--- config.mk ---
export PLATFORM = sky130hd
export DESIGN_NAME = spi_frame_decoder
export DESIGN_NICKNAME = d
export VERILOG_FILES = /design/src/rtl/spi_frame_decoder.sv
export SDC_FILE = /design/constraint.sdc
export NUM_CORES = 1
export LEC_CHECK = 0
export BUFFER_PORTS_ARGS = -buffer_cell sky130_fd_sc_hd__buf_2
export CAP_MARGIN = 5
export CORE_MARGIN = 4
export CORE_UTILIZATION = 64
export CTS_BUF_LIST = sky130_fd_sc_hd__clkbuf_4 sky130_fd_sc_hd__clkbuf_8
export DETAILED_ROUTE_END_ITERATION = 7
export PLACE_DENSITY = 0.87
export SLEW_MARGIN = 10
export SYNTH_ARGS = -nofsm -noshare
export SYNTH_HDL_FRONTEND = slang
export SYNTH_SLANG_ARGS = --single-unit
--- constraint.sdc ---
create_clock -name clk -period 6.7 [get_ports clk]
set_clock_uncertainty 0.15 [all_clocks]
set_input_delay 1.34 -clock clk [delete_from_list [all_inputs] [get_ports clk]]
set_output_delay 1.34 -clock clk [all_outputs]
set_load 0.005 [all_outputs]
--- src/rtl/spi_frame_decoder.sv ---
// Oversampling SPI decoder: synchronises the SPI pins into clk, supports all
// CPOL/CPHA modes and both bit orders, and emits completed MOSI/MISO words as strobes.
module spi_frame_decoder #(
    parameter int WORD_W      = 8,
    parameter int SYNC_STAGES = 2,
    parameter int IDX_W       = 8
) (
    input  logic              clk,
    input  logic              rst,
    input  logic              en,
    input  logic              cpol,
    input  logic              cpha,
    input  logic              lsb_first,
    input  logic              sck,
    input  logic              cs_n,
    input  logic              mosi,
    input  logic              miso,
    output logic [WORD_W-1:0] out_mosi,
    output logic [WORD_W-1:0] out_miso,
    output logic              out_valid,
    output logic [IDX_W-1:0]  out_idx,
    output logic              frame_start,
    output logic              frame_end,
    output logic              frame_err
);

    localparam int CNT_W = $clog2(WORD_W);
    localparam logic [CNT_W-1:0] CNT_LAST = CNT_W'(WORD_W - 1);

    localparam logic [0:0] ST_IDLE   = 1'b0;
    localparam logic [0:0] ST_ACTIVE = 1'b1;

    localparam int PIN_SCK  = 0;
    localparam int PIN_CS_N = 1;
    localparam int PIN_MOSI = 2;
    localparam int PIN_MISO = 3;
    // cs_n idles high, so its synchroniser resets to 1 to avoid a false frame_start
    localparam logic [3:0] PIN_RST = 4'b0010;

    logic [3:0] pin_raw;
    logic [3:0] pin_sync;

    assign pin_raw = {miso, mosi, cs_n, sck};

    genvar gi;
    generate
        for (gi = 0; gi < 4; gi++) begin : g_sync
            logic [SYNC_STAGES-1:0] chain_reg;

            always_ff @(posedge clk or posedge rst) begin
                if (rst) begin
                    chain_reg <= {SYNC_STAGES{PIN_RST[gi]}};
                end else begin
                    chain_reg <= {chain_reg[SYNC_STAGES-2:0], pin_raw[gi]};
                end
            end

            assign pin_sync[gi] = chain_reg[SYNC_STAGES-1];
        end
    endgenerate

    logic sck_s;
    logic cs_s;
    logic mosi_s;
    logic miso_s;

    assign sck_s  = pin_sync[PIN_SCK];
    assign cs_s   = pin_sync[PIN_CS_N];
    assign mosi_s = pin_sync[PIN_MOSI];
    assign miso_s = pin_sync[PIN_MISO];

    logic sck_prev_reg;
    logic cs_prev_reg;

    always_ff @(posedge clk or posedge rst) begin
        if (rst) begin
            sck_prev_reg <= 1'b0;
            cs_prev_reg  <= 1'b1;
        end else begin
            sck_prev_reg <= sck_s;
            cs_prev_reg  <= cs_s;
        end
    end

    logic sck_rise;
    logic sck_fall;
    logic cs_rise;
    logic cs_fall;

    assign sck_rise = sck_s & ~sck_prev_reg;
    assign sck_fall = ~sck_s & sck_prev_reg;
    assign cs_rise  = cs_s & ~cs_prev_reg;
    assign cs_fall  = ~cs_s & cs_prev_reg;

    logic [0:0]        state_reg;
    logic              cpol_reg;
    logic              cpha_reg;
    logic              lsb_reg;
    logic [CNT_W-1:0]  cnt_reg;
    logic [IDX_W-1:0]  idx_reg;
    logic [WORD_W-1:0] shift_mosi_reg;
    logic [WORD_W-1:0] shift_miso_reg;

    logic              sample_edge;
    logic              bit_take;
    logic              word_done;
    logic [WORD_W-1:0] shift_mosi_next;
    logic [WORD_W-1:0] shift_miso_next;
    logic [IDX_W-1:0]  idx_next;

    // Modes 0 and 3 sample on rising SCK, modes 1 and 2 on falling SCK
    assign sample_edge = (cpol_reg ^ cpha_reg) ? sck_fall : sck_rise;
    assign bit_take    = (state_reg == ST_ACTIVE) && en && !cs_s && sample_edge;
    assign word_done   = bit_take && (cnt_reg == CNT_LAST);
    assign idx_next    = (&idx_reg) ? idx_reg : idx_reg + 1'b1;

    always_comb begin
        shift_mosi_next = shift_mosi_reg;
        shift_miso_next = shift_miso_reg;
        if (lsb_reg) begin
            shift_mosi_next = {mosi_s, shift_mosi_reg[WORD_W-1:1]};
            shift_miso_next = {miso_s, shift_miso_reg[WORD_W-1:1]};
        end else begin
            shift_mosi_next = {shift_mosi_reg[WORD_W-2:0], mosi_s};
            shift_miso_next = {shift_miso_reg[WORD_W-2:0], miso_s};
        end
    end

    always_ff @(posedge clk or posedge rst) begin
        if (rst) begin
            state_reg      <= ST_IDLE;
            cpol_reg       <= 1'b0;
            cpha_reg       <= 1'b0;
            lsb_reg        <= 1'b0;
            cnt_reg        <= '0;
            idx_reg        <= '0;
            shift_mosi_reg <= '0;
            shift_miso_reg <= '0;
            out_mosi       <= '0;
            out_miso       <= '0;
            out_idx        <= '0;
            out_valid      <= 1'b0;
            frame_start    <= 1'b0;
            frame_end      <= 1'b0;
            frame_err      <= 1'b0;
        end else begin
            out_valid   <= 1'b0;
            frame_start <= 1'b0;
            frame_end   <= 1'b0;
            frame_err   <= 1'b0;

            case (state_reg)
                ST_IDLE: begin
                    if (en && cs_fall) begin
                        state_reg      <= ST_ACTIVE;
                        frame_start    <= 1'b1;
                        cpol_reg       <= cpol;
                        cpha_reg       <= cpha;
                        lsb_reg        <= lsb_first;
                        cnt_reg        <= '0;
                        idx_reg        <= '0;
                        shift_mosi_reg <= '0;
                        shift_miso_reg <= '0;
                    end
                end
                ST_ACTIVE: begin
                    if (!en) begin
                        state_reg <= ST_IDLE;
                    end else if (cs_rise) begin
                        // A sample edge coinciding with cs_n rise is dropped; judge on prior count
                        state_reg <= ST_IDLE;
                        frame_end <= 1'b1;
                        frame_err <= (cnt_reg != '0);
                    end else if (bit_take) begin
                        shift_mosi_reg <= shift_mosi_next;
                        shift_miso_reg <= shift_miso_next;
                        if (word_done) begin
                            out_mosi  <= shift_mosi_next;
                            out_miso  <= shift_miso_next;
                            out_idx   <= idx_reg;
                            out_valid <= 1'b1;
                            cnt_reg   <= '0;
                            idx_reg   <= idx_next;
                        end else begin
                            cnt_reg <= cnt_reg + 1'b1;
                        end
                    end
                end
                default: begin
                    state_reg <= ST_IDLE;
                end
            endcase
        end
    end

endmodule
Word level (Yosys, flattened, before mapping)
Cells that the tools add are included.

operators by class
  reductions and logical operators = 12
  $lt $le $gt $ge = 0
  mux-type cells = 40
  multiply operators = 0
  add/sub/neg operators = 2
  bitwise logic cells = 11
  divide/modulo/power cells = 0
  shift-type cells = 0
  equality and inequality tests = 7

operators with widths
  kind                                                   count
  2-to-1 mux 8 bit                                       14
  one-hot mux 8 bit (2 select lines)                     3
  2-to-1 mux 1 bit                                       16
  2-to-1 mux 3 bit                                       5
  adder 8 x 1 -> 8 bit, second input constant            1
  inequality test 2 bit, second input constant           4
  AND reduction 8 bit                                    1
  NOT 1 bit                                              6
  one-hot mux 3 bit (2 select lines)                     1
  AND reduction 6 bit                                    1
  logical AND 1 bit                                      5
  AND reduction 5 bit                                    1
  bitwise AND 1 bit                                      4
  inequality test 2 x 1 -> 1 bit, second input constant  2
  AND reduction 4 bit                                    1
  adder 3 x 1 -> 3 bit, second input constant            1
  == test 3 bit, second input constant                   1
  nonzero test 3 bit                                     1
  one-hot mux 1 bit (2 select lines)                     1
  AND reduction 2 bit                                    1
  zero test 1 bit                                        1
  bitwise XOR 1 bit                                      1

word-level totals
  memories kept = 0
  bits in registers = 69
  output and inout port bits = 28
  input bits = 10
  RAM bits = 0
  memory bits (read-only) = 0
  bits in latches = 0
  logic and storage cells = 93

Depth between registers and ports, before layout
  word-level depth = 10
  depth in mapped cells = 7

Least setup slack after synthesis
Ideal clock, no wire load.

  kind = input -> register
  start point = input port en
  end point = register out_idx[0]
  stages = 4
  path slack = 3968 ps
  library setup time = 125 ps
  arrival = 2458 ps
  data required time = 6425 ps
  buffers on the path = 1
  cell sequence = nand4b_1 -> nor2_4 -> buf_2 -> mux2_2

between the ends
  longest elaborated chain between the ends = 5

RTL lines
  item                               RTL line  source
  from (decl)                        10        input logic en,
  logical AND 1 bit (3 in series)    113       assign bit_take = (state_reg == ST_ACTIVE) && en && !cs_s && sample_edge;
  logical AND 1 bit                  114       assign word_done = bit_take && (cnt_reg == CNT_LAST);
  AND reduction 5 bit (no line) (*)  n/a
  to (signal assigned)               180       out_idx <= idx_reg;
  to (decl)                          21        output logic [IDX_W-1:0] out_idx,

Mark *: on every way between the ends. The rest lies on a longest branch, timed or not.
A chain may end at the register's enable or synchronous reset.

Worst setup path after layout
  start point = input port en
  end point = register out_miso[3]

between the ends
  longest elaborated chain between the ends = 5

RTL lines
  item                               RTL line  source
  logical AND 1 bit (3 in series)    113
  logical AND 1 bit                  114
  AND reduction 5 bit (no line) (*)  n/a
  to (signal assigned)               179       out_miso <= shift_miso_next;
  to (decl)                          19        output logic [WORD_W-1:0] out_miso,

Marked as above.

==> out/summary.txt <==
Cell types occupying the most area after synthesis: dfrtp_1 (56%), mux2_2 (11%), a22o_1 (3.6%), dfstp_2 (2.7%), a21oi_1 (2.5%)
Share of the synthesized area in the top cell type: 55.9%
Number of cells on the worst reg-to-reg path: 5
Cell taking the most area after synthesis: dfrtp_1
Residual DRC: 0
Proportion of synthesized chip area in sequential cells: 58.5%
Die height: 76.0 um
Antenna violations before repair: 0
Startpoint of the most critical hold path: g_sync[1].chain_reg[0]
Area of the multi-input gates: 0.00113 mm2
Inserted Clock Buffers: 9
Placement-stage cell area: 0.00315 mm2
Post-synthesis cell count: 232
Number of fillers in the final layout: 291
Die outline width: 76.0 um
Reg2Reg Setup Slack: 4.27 ns
Count of port buffers added during placement: 37
Number of standard-cell rows in the floorplan: 24
Fraction of the cycle the final worst path needs: 42.7%
Weighted congestion reported at the end of routability-driven placement: 0.842
Die area: 0.00577 mm2
Total of hold buffers inserted after clock tree synthesis: 0
Post-synth EDFFs: 0
DR vias: 1,985
Sequential Power Share: 53.2%
Final Core Density: 75.9%
Post-synthesis instance area: 0.00296 mm2
Endpoint, Worst Hold: g_sync[1].chain_reg[1]
Critical path capture point type: flip-flop
Post-CTS Repair Setup Buffers: 0
RSZ-0062 raised after global routing: false
Synth unique cells: 50
Proportion of layout cells with a drive suffix above 1: 33.8%
Synthesis-stage register bit count: 69
Switching power summed over all nets: 0.217 mW
Max Fanout on Critical Path: 25
Design area: 0.00335 mm2
PnR Total Power: 0.865 mW
CTS Root Cell: clkbuf_8
Most used flip-flop cell after synthesis: dfrtp_1
Reg2reg start: cnt_reg[1]
Critical path data required time: 6.77 ns
Internal portion of total power: 0.648 mW
Combined global-route utilization of all metal layers: 20.6%
Placed Instances: 311
Leakage power: 1.69 nW
Final net count: 284
Final hold violations: 0
Type of element launching the critical path: primary input
Via count of the first global-routing pass: 1,986
Post-cts gate resize count: 0
Dpl ws: 3.47 ns
Clock sink count: 69
Ratio of total power to cell area: 258 mW/mm2
Portion of total power attributed to the clock network: 38.9%
Placed wire-length estimate: 3.61 mm
Final Worst Setup Slack: 3.84 ns
Worst hold slack after final layout: 0.196 ns
Area overhead of the layout relative to synthesis: 13.3%
Worst slew slack as a fraction of its limit: 37.1%
Clock-pin slew reported for the worst setup and hold paths after clock tree synthesis: 0.08 ns
Number of H-tree levels: 3
Number of optimization iterations in the first detailed-route pass: 4
Post-Synthesis Net Count: 246
Mapped Avg Cell Area: 12.7 um2
Max IR drop VDD: 0.000183 V
Effective utilization at floorplan: 67.0%
Maximum number of pins on one net before global-route repair: 70
Asr flop ratio synth: 100%
Yosys warnings: 0
Time the final worst path needs with I/O delays and setup: 2.86 ns
Proportion of power drawn by combinational gates: 7.9%
Sum of routed wire length over all layers: 5.55 mm
Via-to-Cell Ratio: 6.07
Maximum achievable frequency: 0.350 GHz
Maximum buffer depth of the clock tree: 2
Number of antenna diodes: 0
CP Class: primary input to flip-flop
Worst hold path type: flip-flop to flip-flop
Routed wire length per instance: 17.0 um
Sequential standard cell area: 0.00173 mm2
Drt initial violations: 263
Clock network latency to the later pin of the worst-skew pair: 0.35 ns
Fraction of power spent switching nets: 25.1%
Top library cells by usage in the layout, fill and taps aside: dfrtp_1 (66), buf_2 (37), mux2_2 (29)
Transition time of the tightest slew-check pin: 0.943 ns
Number of stages on the worst hold path: 0
Most common cell after layout, fill and taps aside: dfrtp_1
Wire length of the first global-routing pass: 9.51 mm
Aggregate negative setup slack: 0 ns
Number of failing setup endpoints in the final timing report: 0
Residual overflow from global routing: 0
Finished Layout Cells: 327
# IOs: 38
Result of the run: completed
CTS tree: built
Count of nets left with antenna violations after detail routing: 0
Core area: 0.00441 mm2
Data arrival time at the worst-slack endpoint: 2.93 ns
Reg-to-reg critical path endpoint: out_miso[3]
Number of max-cap violations: 0
Max-slew violations: 0
critical path, stage by stage:
cell      delay, ns
buf_2          0.12
nand4b_1       0.37
nor2_4         0.69
mux2_2         0.41
cell type report:
| cell class | instances | share of cell area (%) |
|---|---|---|
| flip-flops and latches | 69 | 51.7 |
| inverters | 6 | 0.822 |
| repair buffers | 39 | 5.98 |
| multi-input cells | 145 | 33.8 |
| well taps | 52 | 1.94 |
| clock buffers | 11 | 4.33 |
| clock inverters | 5 | 1.49 |
kinds of logic (layout without fill, tap and decap cells):
group	count (synthesis)	in the layout	synth area share [%]
adders and majority gates	4	4	1.69
and+or+nand+nor	48	48	8.89
xor gates and xnor gates	1	1	0.296
AOI/OAI and AO/OA	55	55	13.4
DFF	69	69	58.5
muxes	37	37	14.0
buffers and inverters	18	61	3.22
synthesized netlist by cell type (all sizes together), types with 2 or more instances:
cell type   n
a31oi       4
nand2b      4
a221o       2
dfstp       3
nor2        5
o2bb2ai     5
nand4b      2
mux2       31
a21o        2
a211o       2
a22o       12
nor3        4
nor2b       2
mux2i       6
o21ai       3
nand3       4
dfrtp      66
buf         9
clkbuf      3
a21oi      16
nand2      18
inv         5
ha          4
layer usage:
| metal | vias to the layer above | global-route usage, % | share of wire, % |
|---|---|---|---|
| met2 | 56 | 31.3 | 49 |
| met4 | 0 | 12.3 | 2.7 |
| met3 | 17 | 4.73 | 5.2 |
| met5 | - | 0 | 0 |
| met1 | 978 | 27.0 | 43 |
| li1 | 934 | - | - |
worst max-delay path by stage:
stage / startpoint / endpoint / slack [ns] / depth (start not counted)
2_1_floorplan: rst / cnt_reg[0] / 3.48 / 1
3_3_place_gp: en / out_mosi[1] / 3.55 / 4
3_5_place_dp: en / out_mosi[5] / 3.47 / 4
4_1_cts: en / out_mosi[5] / 3.82 / 4
5_1_grt: en / out_miso[3] / 3.73 / 4
6_report: en / out_miso[3] / 3.84 / 4
power groups by stage:
stage	Clock [mW]	Combinational (mW)	Sequential [mW]
2_1_floorplan	0	0.0629	0.455
3_3_place_gp	0	0.0660	0.467
3_5_place_dp	0	0.0685	0.467
4_1_cts	0.339	0.0690	0.459
5_1_grt	0.364	0.0761	0.464
6_report	0.337	0.0686	0.460
Note: power is estimated with default switching activity, not from simulation.
